## src/rtl/complex_addsub_pipe.sv

```systemverilog
// Two-stage elastic complex adder/subtractor: A+B, A-B, A+jB, A-jB with
// optional round-half-up halving, saturate or wrap, overflow flag and tag.
module complex_addsub_pipe #(
    parameter int W    = 16,
    parameter int SAT  = 1,
    parameter int TAGW = 8
) (
    input  logic              clk,
    input  logic              rst,
    input  logic              in_valid,
    output logic              in_ready,
    input  logic [2*W-1:0]    in_a,
    input  logic [2*W-1:0]    in_b,
    input  logic [1:0]        in_op,
    input  logic              in_scale,
    input  logic [TAGW-1:0]   in_tag,
    output logic              out_valid,
    input  logic              out_ready,
    output logic [2*W-1:0]    out_y,
    output logic              out_ovf,
    output logic [TAGW-1:0]   out_tag
);

    logic [W:0]      a_re, a_im, b_re, b_im;
    logic [W:0]      sum_re, sum_im;
    logic            s1_valid;
    logic [W:0]      s1_re, s1_im;
    logic            s1_scale;
    logic [TAGW-1:0] s1_tag;
    logic            s1_adv, s2_adv;
    logic [W-1:0]    r_re, r_im;
    logic            ovf_re, ovf_im;

    // Sign-extend operand components to W+1 bits
    assign a_re = {in_a[2*W-1], in_a[2*W-1:W]};
    assign a_im = {in_a[W-1],   in_a[W-1:0]};
    assign b_re = {in_b[2*W-1], in_b[2*W-1:W]};
    assign b_im = {in_b[W-1],   in_b[W-1:0]};

    // Elastic control: a stage advances when it is empty or its consumer advances
    assign s2_adv   = !out_valid || out_ready;
    assign s1_adv   = !s1_valid || s2_adv;
    assign in_ready = s1_adv;

    // Operation select; multiplying B by +/-j swaps and negates its components
    always_comb begin
        sum_re = '0;
        sum_im = '0;
        case (in_op)
            2'b00: begin sum_re = a_re + b_re; sum_im = a_im + b_im; end
            2'b01: begin sum_re = a_re - b_re; sum_im = a_im - b_im; end
            2'b10: begin sum_re = a_re - b_im; sum_im = a_im + b_re; end
            default: begin sum_re = a_re + b_im; sum_im = a_im - b_re; end
        endcase
    end

    // Reduce a W+1-bit sum to W bits; MSB of the return value is the overflow flag
    function automatic logic [W:0] reduce_comp(input logic [W:0] s, input logic scale);
        logic [W:0] t;
        logic [W:0] res;
        t   = s + (W+1)'(1);
        res = '0;
        if (scale)
            res = {1'b0, t[W:1]};
        else if (s[W] == s[W-1])
            res = {1'b0, s[W-1:0]};
        else if (SAT != 0)
            res = {1'b1, s[W], {(W-1){~s[W]}}};
        else
            res = {1'b1, s[W-1:0]};
        return res;
    endfunction

    // Stage-2 result reduction from the registered sums
    always_comb begin
        {ovf_re, r_re} = reduce_comp(s1_re, s1_scale);
        {ovf_im, r_im} = reduce_comp(s1_im, s1_scale);
    end

    // Stage 1 register: raw W+1-bit sums, scale and tag
    always_ff @(posedge clk) begin
        if (rst) begin
            s1_valid <= 1'b0;
            s1_re    <= '0;
            s1_im    <= '0;
            s1_scale <= 1'b0;
            s1_tag   <= '0;
        end else if (s1_adv) begin
            s1_valid <= in_valid;
            s1_re    <= sum_re;
            s1_im    <= sum_im;
            s1_scale <= in_scale;
            s1_tag   <= in_tag;
        end
    end

    // Stage 2 register: final result, overflow and tag, held under backpressure
    always_ff @(posedge clk) begin
        if (rst) begin
            out_valid <= 1'b0;
            out_y     <= '0;
            out_ovf   <= 1'b0;
            out_tag   <= '0;
        end else if (s2_adv) begin
            out_valid <= s1_valid;
            out_y     <= {r_re, r_im};
            out_ovf   <= ovf_re | ovf_im;
            out_tag   <= s1_tag;
        end
    end

endmodule

```

## config.mk

```make
export PLATFORM = sky130hd
export DESIGN_NAME = complex_addsub_pipe
export DESIGN_NICKNAME = d
export VERILOG_FILES = /design/src/rtl/complex_addsub_pipe.sv
export SDC_FILE = /design/constraint.sdc
export NUM_CORES = 1
export LEC_CHECK = 0
export ABC_AREA = 1
export CORE_MARGIN = 1.5
export CORE_UTILIZATION = 39
export DETAILED_ROUTE_END_ITERATION = 7
export SKIP_LAST_GASP = 1
export SYNTH_ARGS = -nofsm -noshare
export SYNTH_HDL_FRONTEND = slang
export SYNTH_SLANG_ARGS = --single-unit
```

## constraint.sdc

```tcl
create_clock -name clk -period 3.37 [get_ports clk]
set_input_delay 0.5055 -clock clk [delete_from_list [all_inputs] [get_ports clk]]
set_output_delay 0.5055 -clock clk [all_outputs]
set_load 0.02 [all_outputs]
```

* Word-level counts from Yosys, hierarchy flattened
Cells that the tools add are included.
** Word-level totals
- Output and inout port bits :: 43
- Input port bits :: 79
- Flip-flop bits (word level) :: 86
** Operators by class
- Mux-type cells :: 6
- Bitwise logic cells :: 3
- Eq/ne operators :: 4
- Reduce and logical (&&, ||, !) cells :: 5
- $add $sub $neg :: 10
** Operators by type and width (number)
- $pmux W17 S3 :: 2
- $add A16 B16 Y17 :: 4
- $mux W17 :: 4
- $sub A16 B16 Y17 :: 4
- $add A17 B1 Y17 const B :: 2
- $eq A1 B1 Y1 :: 2
- $eq A2 B1 Y1 const B :: 1
- $eq A2 B2 Y1 const B :: 1
- $logic_not A1 Y1 :: 2
- $logic_not A2 Y1 :: 1
- $logic_or A1 B1 Y1 :: 2
- $not A1 Y1 :: 2
- $or A1 B1 Y1 :: 1

* Logic depth before layout (Yosys ltp)
- Depth in word-level cells :: 4
- Depth in mapped cells :: 21
- Depth with buffers taken out :: 21

* Worst setup path after synthesis
No wires, ideal clock.
- Path kind :: input to register
- Start point :: in in_op[1]
- End point :: reg s1_im[12]
- Buffers on the path :: 2
- Cell stages on the path :: 17
- Setup slack :: 0.648 ns
- Library setup time :: 0.109 ns
- Arrival :: 2.613 ns
- Data required time :: 3.261 ns
- Cells stage by stage :: buf_4 nor2_1 inv_1 clkbuf_1 o221ai_1 o21ai_0 inv_1 ha_1 a21oi_1 nand2_1 nand3_1 nand2_1 a21oi_1 xor2_1 nand2_1 nand2_1 inv_1
** Between the ends
- Longest elaborated chain between the ends :: 2
- Elaborated cells between the ends (all ways) :: 4
** Ends and longest elaborated chain
- from (decl) :: line 14 : input logic [1:0] in_op,
- $eq A2 B2 Y1, or another cell as far along :: line 49 : case (in_op)
- $pmux W17 S3 * :: line 49
- to (signal assigned) :: line 91 : s1_im <= sum_im;
- to (decl) :: line 27 : logic [W:0] s1_re, s1_im;
Mark *: on every way between the ends. The rest lies on a longest branch, timed or not.
A chain may end at the register's enable or synchronous reset.

* Final worst setup path
- Start point :: in in_b[1]
- End point :: reg s1_im[10]
** Between the ends
- Longest elaborated chain between the ends :: 2
- Elaborated cells between the ends (all ways) :: 3
** Ends and longest elaborated chain
- from (decl) :: line 13 : input logic [2*W-1:0] in_b,
- $sub A16 B16 Y17 or $add A16 B16 Y17 (tied branches) :: line 51, 50
- $pmux W17 S3 * :: line 49
Marked as above.

==> impl_results.html <==
<table>
<tr><th>Metric</th><th>Value</th></tr>
<tr><th colspan="2">Synthesis</th></tr>
<tr><td>Share of the yosys chip area belonging to registers</td><td>0.232</td></tr>
<tr><td>Most frequently used flop master after synthesis</td><td>sky130_fd_sc_hd__dfxtp_1</td></tr>
<tr><td>Leading post-synthesis cells by cell area</td><td>sky130_fd_sc_hd__dfxtp_1 23%, sky130_fd_sc_hd__nand2_1 12%, sky130_fd_sc_hd__o21ai_0 11%, sky130_fd_sc_hd__inv_1 7.7%, sky130_fd_sc_hd__a21oi_1 7.6%</td></tr>
<tr><td>Count of synthesis-stage warnings from yosys</td><td>0</td></tr>
<tr><td>Async set-reset flop share out of synthesis</td><td>0</td></tr>
<tr><td>EDFF count, synth</td><td>0</td></tr>
<tr><td>Unique cell type count in the Yosys netlist</td><td>49</td></tr>
<tr><td>Cell count after synthesis</td><td>1,199</td></tr>
<tr><td>Post-synth top area share</td><td>0.232</td></tr>
<tr><td>Mapped Nets</td><td>1,320</td></tr>
<tr><td>Flip-flop and latch count after synthesis</td><td>86</td></tr>
<tr><td>Combined area of all synthesized cells</td><td>7410 sq um</td></tr>
<tr><td>Syn_area_per_cell</td><td>6.18 sq um</td></tr>
<tr><td>Library cell occupying the most area in the post-synthesis netlist</td><td>sky130_fd_sc_hd__dfxtp_1</td></tr>
<tr><th colspan="2">Timing</th></tr>
<tr><td>Final worst-path cycle share</td><td>0.958</td></tr>
<tr><td>Final total negative setup slack</td><td>0 ns</td></tr>
<tr><td>Number of max-slew violations in the final report</td><td>0</td></tr>
<tr><td>Unrepaired setup endpoints after global routing</td><td>yes</td></tr>
<tr><td>Worst-margin pin slew</td><td>0.695 ns</td></tr>
<tr><td>Setup Viol. Count Final</td><td>0</td></tr>
<tr><td>Min Clock Period, post-route</td><td>3.23 ns</td></tr>
<tr><td>Max Clk Rate</td><td>310 MHz</td></tr>
<tr><td>Number of hold violations in the final report</td><td>0</td></tr>
<tr><td>Setup WS post-layout</td><td>0.143 ns</td></tr>
<tr><td>Worst clock skew</td><td>0.00952 ns</td></tr>
<tr><td>Max_slew headroom</td><td>0.536</td></tr>
<tr><th colspan="2">Final layout</th></tr>
<tr><td>Commonest non-fill, non-tap cell in the layout</td><td>sky130_fd_sc_hd__nand2_1</td></tr>
<tr><td>Number of filler instances in the final layout</td><td>1,951</td></tr>
<tr><td>Final standard cell area without fillers</td><td>10,300 sq um</td></tr>
<tr><td>Most used cells in the layout excluding fill and tap cells</td><td>227 x sky130_fd_sc_hd__nand2_1, 152 x sky130_fd_sc_hd__buf_4, 149 x sky130_fd_sc_hd__inv_1, 149 x sky130_fd_sc_hd__o21ai_0, 135 x sky130_fd_sc_hd__nor2_1</td></tr>
<tr><td>FF+latch area</td><td>1720 sq um</td></tr>
<tr><td>Diodes inserted</td><td>0</td></tr>
<tr><td>Post-Layout Cell Count</td><td>1,676</td></tr>
<tr><td>Layout cell share with drive strength beyond 1</td><td>0.153</td></tr>
<tr><td>Area growth from synthesis to layout</td><td>39.5%</td></tr>
<tr><td>Final Net Count</td><td>1,558</td></tr>
<tr><td>Area of the multi-input gates</td><td>5010 sq um</td></tr>
<tr><th colspan="2">Clock tree</th></tr>
<tr><td>Clock tree root driver cell</td><td>sky130_fd_sc_hd__clkbuf_16</td></tr>
<tr><td>Worst-Skew Late Latency</td><td>0.34 ns</td></tr>
<tr><td>Max Root-Sink Buffers</td><td>2</td></tr>
<tr><td>Clock sink total</td><td>86</td></tr>
<tr><td>Inserted Clock Buffers</td><td>9</td></tr>
<tr><td>CTS tree</td><td>yes</td></tr>
<tr><td>Number of H-tree levels</td><td>3</td></tr>
<tr><td>Clock input transition at the sequential cells of the worst setup and hold paths</td><td>0.06 ns</td></tr>
<tr><th colspan="2">Route</th></tr>
<tr><td>Routed via count</td><td>8,345</td></tr>
<tr><td>Via density per instance</td><td>4.98</td></tr>
<tr><td>Total Routed Length</td><td>23,400 um</td></tr>
<tr><td>Residual DRC</td><td>0</td></tr>
<tr><td>DRT antenna net count</td><td>0</td></tr>
<tr><td>Initial DRC Count</td><td>443</td></tr>
<tr><td>Router iterations before antenna repair</td><td>7</td></tr>
<tr><td>Average routed wire per standard cell</td><td>14.0 um</td></tr>
<tr><th colspan="2">Setup path</th></tr>
<tr><td>Worst setup SP type</td><td>input pin</td></tr>
<tr><td>Endpoint class of the critical path</td><td>flop</td></tr>
<tr><td>Kind of critical path</td><td>input pin to flop</td></tr>
<tr><td>WP buf/inv</td><td>4</td></tr>
<tr><td>Startpoint of the worst register-to-register path</td><td>s1_im[15]</td></tr>
<tr><td>Cells traversed along the worst timing path</td><td>clkdlybuf4s50_1 &gt; inv_1 &gt; ha_1 &gt; nand2_1 &gt; nor2_4 &gt; xor2_1 &gt; nand2_1 &gt; o221ai_1 &gt; o21ai_1 &gt; inv_1 &gt; ha_1 &gt; nand2_1 &gt; nor2_1 &gt; o21ai_0 &gt; a31o_2 &gt; nand3_1 &gt; nand2_1 &gt; inv_1</td></tr>
<tr><td>Critical-path cell with the highest stage delay</td><td>sky130_fd_sc_hd__clkdlybuf4s50_1</td></tr>
<tr><td>Internal reg-to-reg setup slack</td><td>1.20 ns</td></tr>
<tr><td>End of the worst register-to-register path</td><td>out_y[6]</td></tr>
<tr><td>Critical path data required time</td><td>3.66 ns</td></tr>
<tr><td>Arr. time, crit path</td><td>3.52 ns</td></tr>
<tr><td>Largest fanout on the critical path</td><td>5</td></tr>
<tr><td>Worst Reg-to-Reg Cells</td><td>9</td></tr>
<tr><td>Top Family by Delay on Critical Path</td><td>simple AND/OR/NAND/NOR gates</td></tr>
<tr><td>Library cell appearing most often on the critical path</td><td>sky130_fd_sc_hd__nand2_1</td></tr>
<tr><td>Max incr delay on CP</td><td>0.53 ns</td></tr>
<tr><th colspan="2">Outcome</th></tr>
<tr><td>Outcome</td><td>finished clean</td></tr>
<tr><th colspan="2">Power</th></tr>
<tr><td>Worst IR drop on VDD</td><td>0.267 mV</td></tr>
<tr><td>Power Dens Cells</td><td>406 nW/um^2</td></tr>
<tr><td>Leakage power total</td><td>4.98 nW</td></tr>
<tr><th colspan="2">GRT</th></tr>
<tr><td>Number of global-route vias before repair</td><td>7,757</td></tr>
<tr><td>Number of antenna violations at the first check in global routing</td><td>0</td></tr>
<tr><td>Largest net degree at the start of global routing</td><td>61</td></tr>
<tr><td>First-pass GRT wire length</td><td>38,500 um</td></tr>
<tr><td>Total grt overflow</td><td>0</td></tr>
<tr><td>Total global-route track usage</td><td>0.237</td></tr>
<tr><th colspan="2">Floorplanning</th></tr>
<tr><td>Chip Height</td><td>141 um</td></tr>
<tr><td>Initial cell density of the core</td><td>0.397</td></tr>
<tr><td>Floorplan core area</td><td>18,600 sq um</td></tr>
<tr><td>Number of placement rows</td><td>50</td></tr>
<tr><td>Floorplan die width</td><td>141 um</td></tr>
<tr><td>Floorplan die area</td><td>19,800 sq um</td></tr>
<tr><td>Count of pins on the block boundary</td><td>122</td></tr>
<tr><th colspan="2">Flow run</th></tr>
<tr><td>Number of violations of the max-capacitance limit</td><td>0</td></tr>
<tr><th colspan="2">Min path</th></tr>
<tr><td>Type of the worst min-delay path</td><td>flop to flop</td></tr>
<tr><td>Cell depth of the worst min-delay path</td><td>2</td></tr>
<tr><td>Worst Hold Endpoint</td><td>out_ovf</td></tr>
<tr><td>Source of the worst hold timing path</td><td>out_ovf</td></tr>
<tr><th colspan="2">Placement</th></tr>
<tr><td>Placer's final routability congestion estimate</td><td>0.969</td></tr>
<tr><td>Sum of net half-perimeters after detailed placement</td><td>19,000 um</td></tr>
<tr><td>Pre-CTS worst setup slack</td><td>-0.263 ns</td></tr>
<tr><td>Total placed instance area</td><td>9850 sq um</td></tr>
<tr><td>Placed cell count</td><td>1,658</td></tr>
<tr><td>PortBufs</td><td>121</td></tr>
</table>
==> registers in the layout, summed over array words and instances, names as in the netlist <==
signal     flops
s1_scale       1
out_y         32
out_ovf        1
s1_re         17
s1_tag         8
out_tag        8
s1_im         17
out_valid      1
s1_valid       1
==> final cells by class <==
cell class | count | area share
flip-flops and latches | 86 | 0.167
clock buffers | 12 | 0.0258
clock inverters | 4 | 0.00751
repair buffers | 275 | 0.231
well taps | 234 | 0.0283
multi-input cells | 912 | 0.485
inverters | 153 | 0.0559
==> per-stage QoR <==
step / total power [mW] / utilization / hold WS [ns]
2_1_floorplan: 2.30 / - / 0.450
3_3_place_gp: 3.06 / 0.529 / 0.454
3_5_place_dp: 3.07 / 0.529 / 0.459
4_1_cts: 4.19 / 0.547 / 0.468
5_1_grt: 4.49 / 0.554 / 0.489
6_report: 4.20 / 0.554 / 0.474
==> Yosys cell counts (2+ instances only) <==
cell and number:
sky130_fd_sc_hd__nand2_1 229, sky130_fd_sc_hd__o21ai_0 163, sky130_fd_sc_hd__inv_1 152, sky130_fd_sc_hd__nor2_1 140, sky130_fd_sc_hd__a21oi_1 113, sky130_fd_sc_hd__dfxtp_1 86
sky130_fd_sc_hd__nand3_1 70, sky130_fd_sc_hd__xor2_1 45, sky130_fd_sc_hd__ha_1 40, sky130_fd_sc_hd__clkbuf_1 32, sky130_fd_sc_hd__nand4_1 13, sky130_fd_sc_hd__buf_2 12
sky130_fd_sc_hd__nor3_1 11, sky130_fd_sc_hd__o21bai_1 8, sky130_fd_sc_hd__o221ai_1 7, sky130_fd_sc_hd__xnor2_1 6, sky130_fd_sc_hd__o211ai_1 5, sky130_fd_sc_hd__a211oi_1 4
sky130_fd_sc_hd__nand3_2 4, sky130_fd_sc_hd__nor2_2 4, sky130_fd_sc_hd__nor2_4 4, sky130_fd_sc_hd__a21o_1 3, sky130_fd_sc_hd__a31oi_1 3, sky130_fd_sc_hd__nand2_2 3
sky130_fd_sc_hd__o21a_1 3, sky130_fd_sc_hd__o21ai_1 3, sky130_fd_sc_hd__o22ai_1 3, sky130_fd_sc_hd__o32ai_1 3, sky130_fd_sc_hd__a21boi_0 2, sky130_fd_sc_hd__a221oi_1 2
sky130_fd_sc_hd__a31o_2 2, sky130_fd_sc_hd__buf_4 2, sky130_fd_sc_hd__fa_1 2, sky130_fd_sc_hd__nand2_4 2, sky130_fd_sc_hd__nor2_8 2, sky130_fd_sc_hd__nor4_1 2
sky130_fd_sc_hd__o31ai_1 2
==> routing by layer <==
layer | up-vias | GRT usage | share of wire
met1 | 3620 | 0.333 | 0.49
met2 | 252 | 0.386 | 0.45
li1 | 4439 | - | -
met4 | 0 | 0.0811 | 0.022
met5 | - | 0 | 0
met3 | 34 | 0.0146 | 0.042
==> timing repair <==
action	CTS	global route
setup buffers	0	2
hold buffers	0	0
endpoints found under the setup margin	0	15
gates resized for setup	0	42
==> how the worst max path moves through the flow <==
stage | endpoint | depth (start not counted) | from
2_1_floorplan | s1_im[12] | 17 | in_op[1]
3_3_place_gp | s1_im[14] | 18 | in_b[1]
6_report | s1_im[10] | 18 | in_b[1]
4_1_cts | s1_im[13] | 19 | in_b[1]
5_1_grt | s1_im[13] | 21 | in_b[1]
3_5_place_dp | s1_im[13] | 19 | in_b[1]
==> tightest hold or removal path: stages, from the launching register on <==
cell                      delay, ns
sky130_fd_sc_hd__dfxtp_1       0.31
sky130_fd_sc_hd__nand2_1       0.06
sky130_fd_sc_hd__a21oi_1       0.06
==> cell families after synthesis <==
logic type      Yosys count  synth area share
fa+ha+maj                42            0.0730
compound gates          329             0.241
flops                    86             0.232
simple gates            490             0.287
xor+xnor                 51            0.0603
buf+inv                 201             0.106
==> where the power goes <==
group	internal (mW)	switching (mW)	total [mW]	leakage, nW
Clock	0.712	0.396	1.11	0.169
Sequential	1.18	0.134	1.31	0.714
Combinational	0.809	0.968	1.78	4.10
(Power assumes the default switching activity.)
